--- config.mk ---
export PLATFORM = sky130hd
export DESIGN_NAME = row_sync_engine
export DESIGN_NICKNAME = d
export VERILOG_FILES = /design/src/rtl/row_sync_pkg.sv /design/src/rtl/row_sync_wdog.sv /design/src/rtl/row_sync_engine.sv
export SDC_FILE = /design/constraint.sdc
export NUM_CORES = 1
export LEC_CHECK = 0
export CELL_PAD_IN_SITES_DETAIL_PLACEMENT = 1
export CELL_PAD_IN_SITES_GLOBAL_PLACEMENT = 1
export CORE_ASPECT_RATIO = 1.1
export CORE_MARGIN = 10
export CORE_UTILIZATION = 25
export CTS_BUF_LIST = sky130_fd_sc_hd__clkbuf_8
export CTS_CLUSTER_SIZE = 28
export DETAILED_ROUTE_END_ITERATION = 16
export PLACE_DENSITY_LB_ADDON = 0.1
export SLEW_MARGIN = 25
export SYNTH_ARGS = -nofsm -noshare
export SYNTH_HDL_FRONTEND = slang
export SYNTH_HIERARCHICAL = 1
export SYNTH_SLANG_ARGS = --single-unit
--- constraint.sdc ---
create_clock -name clk -period 3 [get_ports clk]
set_clock_uncertainty 0.1 [all_clocks]
set_input_delay 0.45 -clock clk [delete_from_list [all_inputs] [get_ports clk]]
set_output_delay 0.45 -clock clk [all_outputs]
set_load 0.01 [all_outputs]
--- src/rtl/row_sync_pkg.sv ---
// row_sync_pkg: FSM state encoding and row-geometry helper shared by the row sync engine files.
// Feature macro used by the engine: ROW_SYNC_TIMEOUT_EN (adds the backing-progress watchdog).
package row_sync_pkg;

  typedef enum logic [2:0] {
    IDLE    = 3'd0,
    WB_RD   = 3'd1,
    WB_WR   = 3'd2,
    FL_ISS  = 3'd3,
    FL_WAIT = 3'd4,
    DONE    = 3'd5
  } state_t;

  function automatic int words_per_row(input int colw);
    return 1 << colw;
  endfunction

endpackage

--- src/rtl/row_sync_wdog.sv ---
// row_sync_wdog: counts active cycles without backing progress; expires at TIMEOUT and latches a sticky error.
// Only instantiated when ROW_SYNC_TIMEOUT_EN is defined.
module row_sync_wdog
  import row_sync_pkg::*;
#(
  parameter int TIMEOUT = 255
) (
  input  logic clk,
  input  logic rst,
  input  logic i_active,
  input  logic i_progress,
  output logic o_expire,
  output logic o_err
);

  localparam int CNTW = (TIMEOUT < 2) ? 1 : $clog2(TIMEOUT + 1);

  logic [CNTW-1:0] r_cnt;
  logic            r_err;

  // Expire on the stalled cycle that would bring the count to TIMEOUT, so the
  // engine reaches DONE on the following cycle.
  assign o_expire = i_active && !i_progress && (r_cnt == CNTW'(TIMEOUT - 1));
  assign o_err    = r_err;

  always_ff @(posedge clk or posedge rst) begin
    if (rst) begin
      r_cnt <= '0;
      r_err <= 1'b0;
    end else begin
      if (!i_active || i_progress || o_expire) begin
        r_cnt <= '0;
      end else begin
        r_cnt <= r_cnt + 1'b1;
      end
      if (o_expire) begin
        r_err <= 1'b1;
      end
    end
  end

endmodule

--- src/rtl/row_sync_engine.sv ---
// row_sync_engine: moves one full row between the cache row buffer and backing store, then pulses sync.
// Optional watchdog via ROW_SYNC_TIMEOUT_EN; when undefined err is tied low and no watchdog exists.
module row_sync_engine
  import row_sync_pkg::*;
#(
  parameter int CHWIDTH   = 6,
  parameter int ADDRWIDTH = 17,
  parameter int COLWIDTH  = 5,
  parameter int DWIDTH    = 64
`ifdef ROW_SYNC_TIMEOUT_EN
  ,
  parameter int TIMEOUT   = 255
`endif
) (
  input  logic                          clk,
  input  logic                          rst,
  input  logic                          req_valid,
  output logic                          req_ready,
  input  logic                          req_wb,
  input  logic [CHWIDTH-1:0]            req_crow,
  input  logic [ADDRWIDTH-1:0]          req_row,
  output logic [CHWIDTH+COLWIDTH-1:0]   c_addr,
  output logic                          c_re,
  output logic                          c_we,
  output logic [DWIDTH-1:0]             c_wdata,
  input  logic [DWIDTH-1:0]             c_rdata,
  output logic                          b_valid,
  input  logic                          b_ready,
  output logic                          b_we,
  output logic [ADDRWIDTH+COLWIDTH-1:0] b_addr,
  output logic [DWIDTH-1:0]             b_wdata,
  input  logic                          b_rvalid,
  input  logic [DWIDTH-1:0]             b_rdata,
  output logic                          sync,
  output logic                          busy,
  output logic                          err,
  output logic [2:0]                    o_dbg_state
);

  localparam logic [COLWIDTH:0] LAST_COL = (COLWIDTH + 1)'(words_per_row(COLWIDTH) - 1);

  state_t                 r_state;
  state_t                 w_next;
  logic [CHWIDTH-1:0]     r_crow;
  logic [ADDRWIDTH-1:0]   r_row;
  logic [COLWIDTH:0]      r_col;    // writeback column / fill issue column
  logic [COLWIDTH:0]      r_rcol;   // fill response column
  logic                   r_first;  // first WB_WR cycle: c_rdata is live this cycle
  logic [DWIDTH-1:0]      r_wdata;
  logic                   w_fill_rx;
  logic                   w_issue;
  logic                   w_expire;

  // Handshakes: a request moves on the edge where req_valid && req_ready; a backing
  // command moves on the edge where b_valid && b_ready, and b_valid/b_addr/b_wdata
  // stay stable until then. b_rvalid carries no backpressure.
  assign req_ready   = (r_state == IDLE);
  assign busy        = (r_state != IDLE);
  assign o_dbg_state = r_state;
  assign w_issue     = ((r_state == WB_WR) || (r_state == FL_ISS)) && b_ready;
  assign w_fill_rx   = ((r_state == FL_ISS) || (r_state == FL_WAIT)) && b_rvalid && !r_rcol[COLWIDTH];

`ifdef ROW_SYNC_TIMEOUT_EN
  logic w_active;
  logic w_progress;

  assign w_active   = (r_state != IDLE) && (r_state != DONE);
  assign w_progress = w_issue || b_rvalid;

  row_sync_wdog #(
    .TIMEOUT(TIMEOUT)
  ) u_wdog (
    .clk       (clk),
    .rst       (rst),
    .i_active  (w_active),
    .i_progress(w_progress),
    .o_expire  (w_expire),
    .o_err     (err)
  );
`else
  assign w_expire = 1'b0;
  assign err      = 1'b0;
`endif

  always_ff @(posedge clk or posedge rst) begin
    if (rst) begin
      r_state <= IDLE;
      r_crow  <= '0;
      r_row   <= '0;
      r_col   <= '0;
      r_rcol  <= '0;
      r_first <= 1'b0;
      r_wdata <= '0;
    end else begin
      r_state <= w_next;
      r_first <= (r_state == WB_RD);
      if (r_first) begin
        r_wdata <= c_rdata;
      end
      if ((r_state == IDLE) && req_valid) begin
        r_crow <= req_crow;
        r_row  <= req_row;
        r_col  <= '0;
        r_rcol <= '0;
      end
      if (w_issue) begin
        r_col <= r_col + 1'b1;
      end
      if (w_fill_rx) begin
        r_rcol <= r_rcol + 1'b1;
      end
    end
  end

  always_comb begin
    w_next  = r_state;
    c_re    = 1'b0;
    c_we    = 1'b0;
    c_addr  = '0;
    c_wdata = '0;
    b_valid = 1'b0;
    b_we    = 1'b0;
    b_addr  = '0;
    b_wdata = '0;
    sync    = 1'b0;
    case (r_state)
      IDLE: begin
        if (req_valid) begin
          w_next = req_wb ? WB_RD : FL_ISS;
        end
      end
      WB_RD: begin
        c_re   = 1'b1;
        c_addr = {r_crow, r_col[COLWIDTH-1:0]};
        w_next = WB_WR;
      end
      WB_WR: begin
        b_valid = 1'b1;
        b_we    = 1'b1;
        b_addr  = {r_row, r_col[COLWIDTH-1:0]};
        b_wdata = r_first ? c_rdata : r_wdata;
        if (b_ready) begin
          w_next = (r_col == LAST_COL) ? DONE : WB_RD;
        end
      end
      FL_ISS: begin
        b_valid = 1'b1;
        b_addr  = {r_row, r_col[COLWIDTH-1:0]};
        if (b_ready && (r_col == LAST_COL)) begin
          w_next = FL_WAIT;
        end
      end
      FL_WAIT: begin
        if (r_rcol[COLWIDTH] || (b_rvalid && (r_rcol == LAST_COL))) begin
          w_next = DONE;
        end
      end
      DONE: begin
        sync   = 1'b1;
        w_next = IDLE;
      end
      default: begin
        w_next = IDLE;
      end
    endcase
    // Fill responses land in the cache in arrival order, during issue or wait.
    if (w_fill_rx) begin
      c_we    = 1'b1;
      c_addr  = {r_crow, r_rcol[COLWIDTH-1:0]};
      c_wdata = b_rdata;
    end
    if (w_expire) begin
      w_next = DONE;
    end
  end

endmodule
# Word level (Yosys, flattened, before mapping)
# Index checks and enable logic that the tools add are counted.
# totals
regBits,103
latchBits,0
ram_bits,0
mem_bits_ro,0
inputBits,157
elab_cells,57
mem_count,0
# op_classes
n_addsub,2
mul,0
n_div,0
n_lt_le_gt_ge,0
eq_ne,11
shifts,0
n_mux,21
bitwise_logic,0
reduce_logical,16
# ops
cell,count
64-bit 2-to-1 mux,3
11-bit 2-to-1 mux,2
22-bit 2-to-1 mux,1
6-bit 2-to-1 mux,3
3-bit 2-to-1 mux,5
3-bit case mux with 5 select lines,1
"6-bit by 1-bit adder with 6-bit output, second input constant",2
"6-bit by 5-bit equality test with 1-bit output, second input constant",2
"3-bit by 2-bit equality test with 1-bit output, second input constant",2
"3-bit equality test, second input constant",2
1-bit logical AND,6
1-bit 2-to-1 mux,5
"2-bit by 1-bit inequality test with 1-bit output, second input constant",2
"2-bit inequality test, second input constant",2
4-bit AND reduction,1
2-bit nonzero test,2
"3-bit by 1-bit equality test with 1-bit output, second input constant",1
3-bit zero test,1
1-bit logical OR,3
3-bit nonzero test,1
2-bit 2-to-1 mux,1
2-bit OR reduction,1
1-bit zero test,1

# Depth between registers and ports, before layout
# Gate-level depths: netlist of the first run.
# logic_depth
word_depth,5
depth_mapped,6
mapped_depth_nobuf,4

# Worst setup path before layout of the first run
# OpenSTA, ideal clock, no wires.
# synth_timing
path_kind,register to output
startpoint,register r_state[0] (netlist: o_dbg_state[0])
endpoint,output c_wdata[0]
arrival_ns,1.626
required_ns,2.450
setup_slack_ns,0.824
path_stages_with_launch,7
path_cell_list,dfrtp_1 > buf_6 > or3b_4 > a21oi_2 > buf_4 > buf_4 > and2_1
# synth_via
elab_chain_cells,5
# synth_lines
element,line_no,rtl
from (decl),row_sync_engine.sv:42,state_t r_state;
from (signal assigned),row_sync_engine.sv:95,r_state <= w_next;
3-bit by 2-bit equality test with 1-bit output or 3-bit equality test (tied branches),row_sync_engine.sv:61,assign w_fill_rx = ((r_state == FL_ISS) || (r_state == FL_WAIT)) && b_rvalid && !r_rcol[COLWIDTH];
1-bit logical OR (*),row_sync_engine.sv:61,
1-bit logical AND (*) (2 in a row),row_sync_engine.sv:61,
64-bit 2-to-1 mux (*),row_sync_engine.sv:167,if (w_fill_rx) begin
to (decl),row_sync_engine.sv:25,"output logic [DWIDTH-1:0] c_wdata,"
# Mark *: on every way between the ends. The rest lies on a longest branch, timed or not.

# Final worst setup path of the first run
# layout_timing
startpoint,register r_first
endpoint,output b_wdata[63]
# layout_via
elab_chain_cells,2
# layout_lines
element,line_no,rtl
from (decl),row_sync_engine.sv:48,logic r_first;
from (signal assigned),row_sync_engine.sv:96,r_first <= (r_state == WB_RD);
64-bit 2-to-1 mux,n/a,
64-bit 2-to-1 mux,row_sync_engine.sv:126,case (r_state)
to (decl),row_sync_engine.sv:31,"output logic [DWIDTH-1:0] b_wdata,"
# Every way passes these cells.

==> results by group, run 1 <==
Outcome
  – Outcome: completed

Floorplanning
  – Initial core utilization: 25.7%
  – # IOs: 329
  – Die H: 173 um
  – Core outline area: 20,800 um2
  – Die W: 159 um
  – Die area: 27,600 um2
  – Site row count: 55

Cells and area
  – Filler cell count: 2,232
  – Final Cell Area: 9320 um2
  – Non-Filler Instances: 1,069
  – Area Overhead vs Synth: 74.8%
  – Nets: 937
  – Layout cells sized above 1: 16.2%

Pwr
  – Clock power share: 11.0%
  – Internal Pwr Total: 5100 uW
  – Reg power frac: 30.3%
  – P per Cell Area: 847 nW/um2
  – Logic gate share of total power: 58.7%
  – Peak supply drop: 0.000343 V
  – Switching portion of total power: 35.4%
  – Leakage: 0.00478 uW
  – Tot Pwr: 7900 uW
  – P_sw: 2790 uW

Drt
  – ANT nets after route: 0
  – Vias per cell: 4.28
  – Drt drc: 0
  – 1st-iter DRT viols: 154
  – Wire length per cell: 20.0 um
  – Vias: 4,576
  – First-pass detailed-route iteration total: 4
  – Drt total wl: 21.4 mm

Timing
  – Worst setup margin: 0.148 ns
  – Fmax: 351 MHz
  – Final hold violations: 0
  – Setup TNS Final: 0 ns
  – Relative slew slack: 51.5%
  – Least-Margin Pin Slew: 0.727 ns
  – Min cycle time layout: 2.85 ns
  – Final cycle utilization of the critical path: 95.1%
  – Final setup violation count: 0
  – RSZ-0062 raised after global routing: no
  – Slew Limit Fails: 0

Global routing
  – Gr ovfl total: 0
  – Met1 Use GR: 16.2%
  – Busiest grt layer: met2
  – Pin count of the biggest net entering global routing: 77
  – GR Layer Usage met2: 25.2%
  – Met3 usage: 6.56%
  – Overall global routing resource usage: 14.6%
  – Vias in the first global route: 5,140
  – Global-route wire length before repair: 31.9 mm
  – Initial antenna violation count: 1

Logic synthesis
  – Synth area leader: dfrtp_1
  – Seq/Total Area, Yosys: 48.3%
  – Synth Flop Type: dfrtp_1
  – Mapped cell area: 5330 um2
  – Post-synth EDFFs: 0
  – Syn Area/Cell: 11.6 um2
  – Post-synth top area share: 48.3%
  – Synth area leaders: dfrtp_1 (48%), mux2_2 (15%), and2_1 (10%), nor2b_1 (7.6%), mux2_4 (5.1%)
  – Synth warn: 6
  – FF+latch count, synth: 103
  – Yosys cell types: 44
  – Post-Synthesis Cells: 458
  – Synthesized Nets: 617
  – Asr flop ratio synth: 100%

Clock network
  – CTS max path bufs: 2
  – Worst-Skew Late Latency: 0.38 ns
  – CTS clk-pin slew, worst paths: 0.09 ns
  – H-tree levels: 3
  – Clk root buf: clkbuf_8
  – CTS tree: yes
  – Total CTS buffers: 9
  – Clock Sinks: 103

Place
  – Port bufs: 327
  – Post-DP Area: 8930 um2
  – Placed cell count: 1,051
  – Detailed Place HPWL: 17.0 mm
  – Routability Congestion: 0.766
  – Post-Place Setup Slack: 0.0622 ns

Critical path
  – CP Capture Type: output pin
  – R2r setup slk: 1.00 ns
  – Crit path DAT: 2.30 ns
  – WS Path Type: flop to output pin
  – Critical Path RT: 2.45 ns
  – Worst-path maximum fanout: 44
  – Crit start category: flop

Min path
  – Hold crit path type: flop to flop

Job
  – Max-cap violations: 0
==> cells by family (layout without fill, tap and decap cells) <==
| kind of cell | after synthesis | after routing | share of synthesized area (%) |
|---|---|---|---|
| fa+ha+maj | 2 | 2 | 0.469 |
| buf+inv | 42 | 367 | 4.22 |
| other cells | 1 | 2 | 0.0703 |
| xor+xnor | 3 | 3 | 0.493 |
| simple gates | 185 | 185 | 21.2 |
| compound gates | 25 | 25 | 3.64 |
| flops | 103 | 103 | 48.3 |
| mux | 97 | 97 | 21.5 |
==> Yosys cell counts (all sizes together), types with 2 or more instances <==
| library cell | count |
|---|---|
| o21ai | 2 |
| a21boi | 6 |
| nand3 | 5 |
| a21oi | 2 |
| nor3 | 3 |
| o21bai | 2 |
| a22o | 6 |
| nand3b | 2 |
| dfrtp | 103 |
| mux2i | 9 |
| nand2 | 11 |
| a211oi | 2 |
| and2 | 86 |
| xnor2 | 2 |
| nor2b | 65 |
| and3 | 2 |
| nor2 | 2 |
| inv | 9 |
| buf | 15 |
| ha | 2 |
| mux2 | 88 |
| nand2b | 2 |
| clkbuf | 18 |
==> final cells by class <==
type	instances	area, um2	share of cell area, %
repair buffers	342	3610	38.8
flip-flops and latches	103	2580	27.7
multi-input cells	313	2540	27.3
well taps	285	357	3.83
clock buffers	10	138	1.48
clock inverters	6	50.0	0.537
inverters	9	37.5	0.403
diodes	1	2.50	0.0269
==> cell usage in the layout, fill, tap and decap left out, drive strengths merged, types with 3 or more instances in the layout <==
cell type	synthesis	layout
nor2b	65	65
nand2	11	11
dfrtp	103	103
dlymetal6s2s	0	70
buf	15	14
a21boi	6	6
nand3	5	5
dlygate4sd2	0	5
mux2	88	88
mux2i	9	9
a22o	6	6
clkdlybuf4s50	0	252
and2	86	86
clkbuf	18	11
nor3	3	3
inv	9	11
==> registers in the layout, indices dropped and copies added (netlist names) <==
name,cells
o_dbg_state,3
r_col,6
r_crow,6
r_first,1
r_rcol,6
r_row,17
r_wdata,64
==> layer usage <==
metal / wire length (um) / part of all wire [%] / vias up
met1: 8310 / 39 / 2243
met2: 11000 / 51 / 178
met4: 131 / 0.61 / 0
met3: 1920 / 9.0 / 12
met5: 0 / 0 / -
li1: - / - / 2143
==> worst max-delay path, cell delays in order (launching register included) <==
cell and delay (ns):
dfrtp_2 0.58, buf_12 0.30, mux2_2 0.38, nor2b_1 0.15, clkdlybuf4s50_1 0.51
==> power groups by stage <==
stage | registers, uW | logic (uW) | clock network (uW)
2_1_floorplan | 2300 | 2480 | 0
3_3_place_gp | 2380 | 4670 | 0
5_1_grt | 2480 | 5030 | 965
6_report | 2390 | 4640 | 869
3_5_place_dp | 2430 | 4780 | 0
4_1_cts | 2400 | 4790 | 911
==> per-stage QoR <==
| step | util, % | hold slack (ns) |
|---|---|---|
| 2_1_floorplan | - | 0.347 |
| 3_3_place_gp | 43.0 | 0.370 |
| 3_5_place_dp | 43.0 | 0.379 |
| 4_1_cts | 43.8 | 0.403 |
| 5_1_grt | 44.8 | 0.415 |
| 6_report | 44.8 | 0.399 |
==> path summary, 6_finish.rpt <==
check,endpoint,from,cells after the start
max reg2reg,r_crow[3]$_DFFE_PP0P_,o_dbg_state[1]$_DFFE_PP0P_,3
max in group asynchronous,r_wdata[49]$_DFF_PP0_,rst,3
min,r_wdata[61]$_DFF_PP0_,r_wdata[61]$_DFF_PP0_,1
max,b_wdata[63],r_first$_DFF_PP0_,4
min reg2reg,r_wdata[61]$_DFF_PP0_,r_wdata[61]$_DFF_PP0_,1
min in group asynchronous,r_col[2]$_DFFE_PP0P_,rst,2
==> timing repair <==
item,CTS,global route
hold buffers,0,0
endpoints found under the setup margin,5,132
buffers inserted,0,0
cloned,0,1
gates resized for setup,5,71
(Power assumes the default switching activity.)
==> run 2: changes to the inputs <==
GPL_TIMING_DRIVEN = 1   (was default)
==> results of run 2 <==
The final DEF is identical to that of run 1; final timing and power are the same.
==> run 3: changes to the inputs <==
CORE_ASPECT_RATIO = 1.25   (was 1.1)
==> run 3 against run 2 <==
First-iteration DRC count up 0.65%. Sequential share of layout area hardly changed. Maximum frequency is 0.27% lower. Hold slack lost 0.14 ns. Core utilization down 0.23 points. Clock-buffer cell count is 1 lower. Global-route usage is 0.070 points higher. Highest routed layer unchanged.
==> results by group, run 3 (synthesized netlist as in run 1, its figures left out) <==
Cells and area
  – Area Overhead vs Synth: 74.8%
  – Max FFs per register: 64
  – Biggest regs: r_wdata: 64 flops, r_row: 17 flops
  – Final Cell Area: 9320 um2
  – Nets: 939
  – Commonest non-fill, non-tap cell in the layout: clkdlybuf4s50_1
  – Most frequent cells in the layout: clkdlybuf4s50_1 (267), dfrtp_1 (102), and2_1 (86)
  – Layout cells sized above 1: 16.4%
  – Most flops, register: r_wdata

Timing
  – Min cycle time layout: 2.86 ns
  – Least-Margin Pin Slew: 0.564 ns
  – Final setup violation count: 0
  – Relative slew slack: 62.4%
  – Final cycle utilization of the critical path: 95.3%
  – Slew Limit Fails: 0
  – Final hold violations: 0
  – RSZ-0062 raised after global routing: no
  – Setup TNS Final: 0 ns
  – Fmax: 350 MHz
  – Worst setup margin: 0.140 ns

Global routing
  – Vias in the first global route: 5,201
  – Gr ovfl total: 0
  – Initial antenna violation count: 1
  – Pin count of the biggest net entering global routing: 92
  – Overall global routing resource usage: 14.7%
  – Global-route wire length before repair: 31.5 mm

Pwr
  – P_sw: 2840 uW
  – Reg power frac: 29.9%
  – Internal Pwr Total: 5160 uW
  – Peak supply drop: 0.000340 V
  – Logic gate share of total power: 58.7%
  – Clock power share: 11.4%
  – Switching portion of total power: 35.5%
  – P per Cell Area: 859 nW/um2
  – Leakage: 0.00458 uW

Critical path
  – WS Path Type: flop to output pin
  – Worst-path maximum fanout: 27
  – CP Capture Type: output pin
  – Crit start category: flop
  – Worst setup path startpoint: o_dbg_state[0]$_DFFE_PP0P_
  – Worst R2R Path Depth: 3
  – Crit path DAT: 2.31 ns
  – R2r startpoint: o_dbg_state[1]$_DFFE_PP0P_
  – Critical Path RT: 2.45 ns
  – R2r endpoint: r_crow[2]$_DFFE_PP0P_
  – R2r setup slk: 1.00 ns

Drt
  – First-pass detailed-route iteration total: 4
  – Wire length per cell: 20.0 um
  – Vias: 4,595
  – Drt drc: 0
  – 1st-iter DRT viols: 155
  – Vias per cell: 4.33
  – Drt total wl: 21.2 mm
  – ANT nets after route: 0

Place
  – Post-DP Area: 8980 um2
  – Port bufs: 327
  – Routability Congestion: 0.777
  – Post-Place Setup Slack: 0.0602 ns
  – Detailed Place HPWL: 16.8 mm

Clock network
  – Hold Buf Count CTS: 0
  – Clk root buf: clkbuf_8
  – Setup Buffers After CTS: 0
  – Total CTS buffers: 9
  – Clock Sinks: 103
  – CTS tree: yes
  – H-tree levels: 3
  – CTS max path bufs: 2
  – CTS clk-pin slew, worst paths: 0.13 ns
  – Worst-Skew Late Latency: 0.38 ns

Outcome
  – Outcome: completed

Job
  – Max-cap violations: 0

Min path
  – Hold crit path type: input pin to async pin

Floorplanning
  – Initial core utilization: 25.5%
  – Die area: 27,600 um2
  – Site row count: 59
  – # IOs: 329
  – Core outline area: 20,900 um2
  – Die H: 183 um
  – Die W: 151 um
run 3: cell count changes in the layout (fill, tap and decap cells not counted), sizes merged:
cell	change
clkinv	+1
clkbuf	-2
dlygate4sd2	-1
buf	+3
clkdlybuf4s50	+15
dlymetal6s2s	-14
clkinvlp	-1
inv	+1
run 3: layout make-up:
type	count	area [um2]
tap	274	343
fill	2245	11600
inverter	9	37.5
sequential	103	2580
clock buffer	9	124
timing repair buffer	344	3610
multi-input combinational	313	2540
clock inverter	7	81.3
antenna	1	2.50
run 3: stage by stage:
step | std cells | power [uW] | util [%] | hold WS (ns)
detailed placement | 1043 | 7300 | 43.0 | 0.381
floorplan | 458 | 4780 | - | 0.347
global route | 1060 | 8600 | 44.6 | 0.255
finish | 1060 | 8000 | 44.6 | 0.256
CTS | 1059 | 8240 | 43.9 | 0.237
global placement | 1043 | 7150 | 43.0 | 0.373
run 3: worst max path at each step:
stage | cells past startpoint | endpoint
finish | 5 | c_wdata[20]
global route | 6 | c_wdata[4]
CTS | 4 | c_addr[5]
detailed placement | 5 | c_addr[7]
global placement | 5 | c_addr[5]
floorplan | 6 | c_wdata[0]
run 3: metal layers:
| metal | vias to the layer above | wire, um | track usage (%) |
|---|---|---|---|
| li1 | 2152 | - | - |
| met1 | 2235 | 7690 | 14.9 |
| met2 | 188 | 11000 | 26.2 |
| met3 | 20 | 2160 | 6.97 |
| met4 | 0 | 314 | 4.05 |
| met5 | - | 0 | 0 |
run 3: power groups by stage:
stage	logic [uW]	clock network [uW]	registers [uW]
after global placement	4770	0	2390
after floorplan	2480	0	2300
final	4700	914	2390
after CTS	4880	965	2400
after global routing	5100	1030	2480
after detailed placement	4870	0	2430
run 3: critical path: stages, from the launching register on:
cell	delay (ns)
dfrtp_1	0.40
or3b_4	0.44
a21oi_4	0.21
buf_12	0.18
and2_1	0.13
clkdlybuf4s50_1	0.56
run 3: repair_timing:
item	4_1_cts	5_1_grt
hold endpoints to repair	0	0
gates resized for setup	4	56
endpoints found under the setup margin	4	56
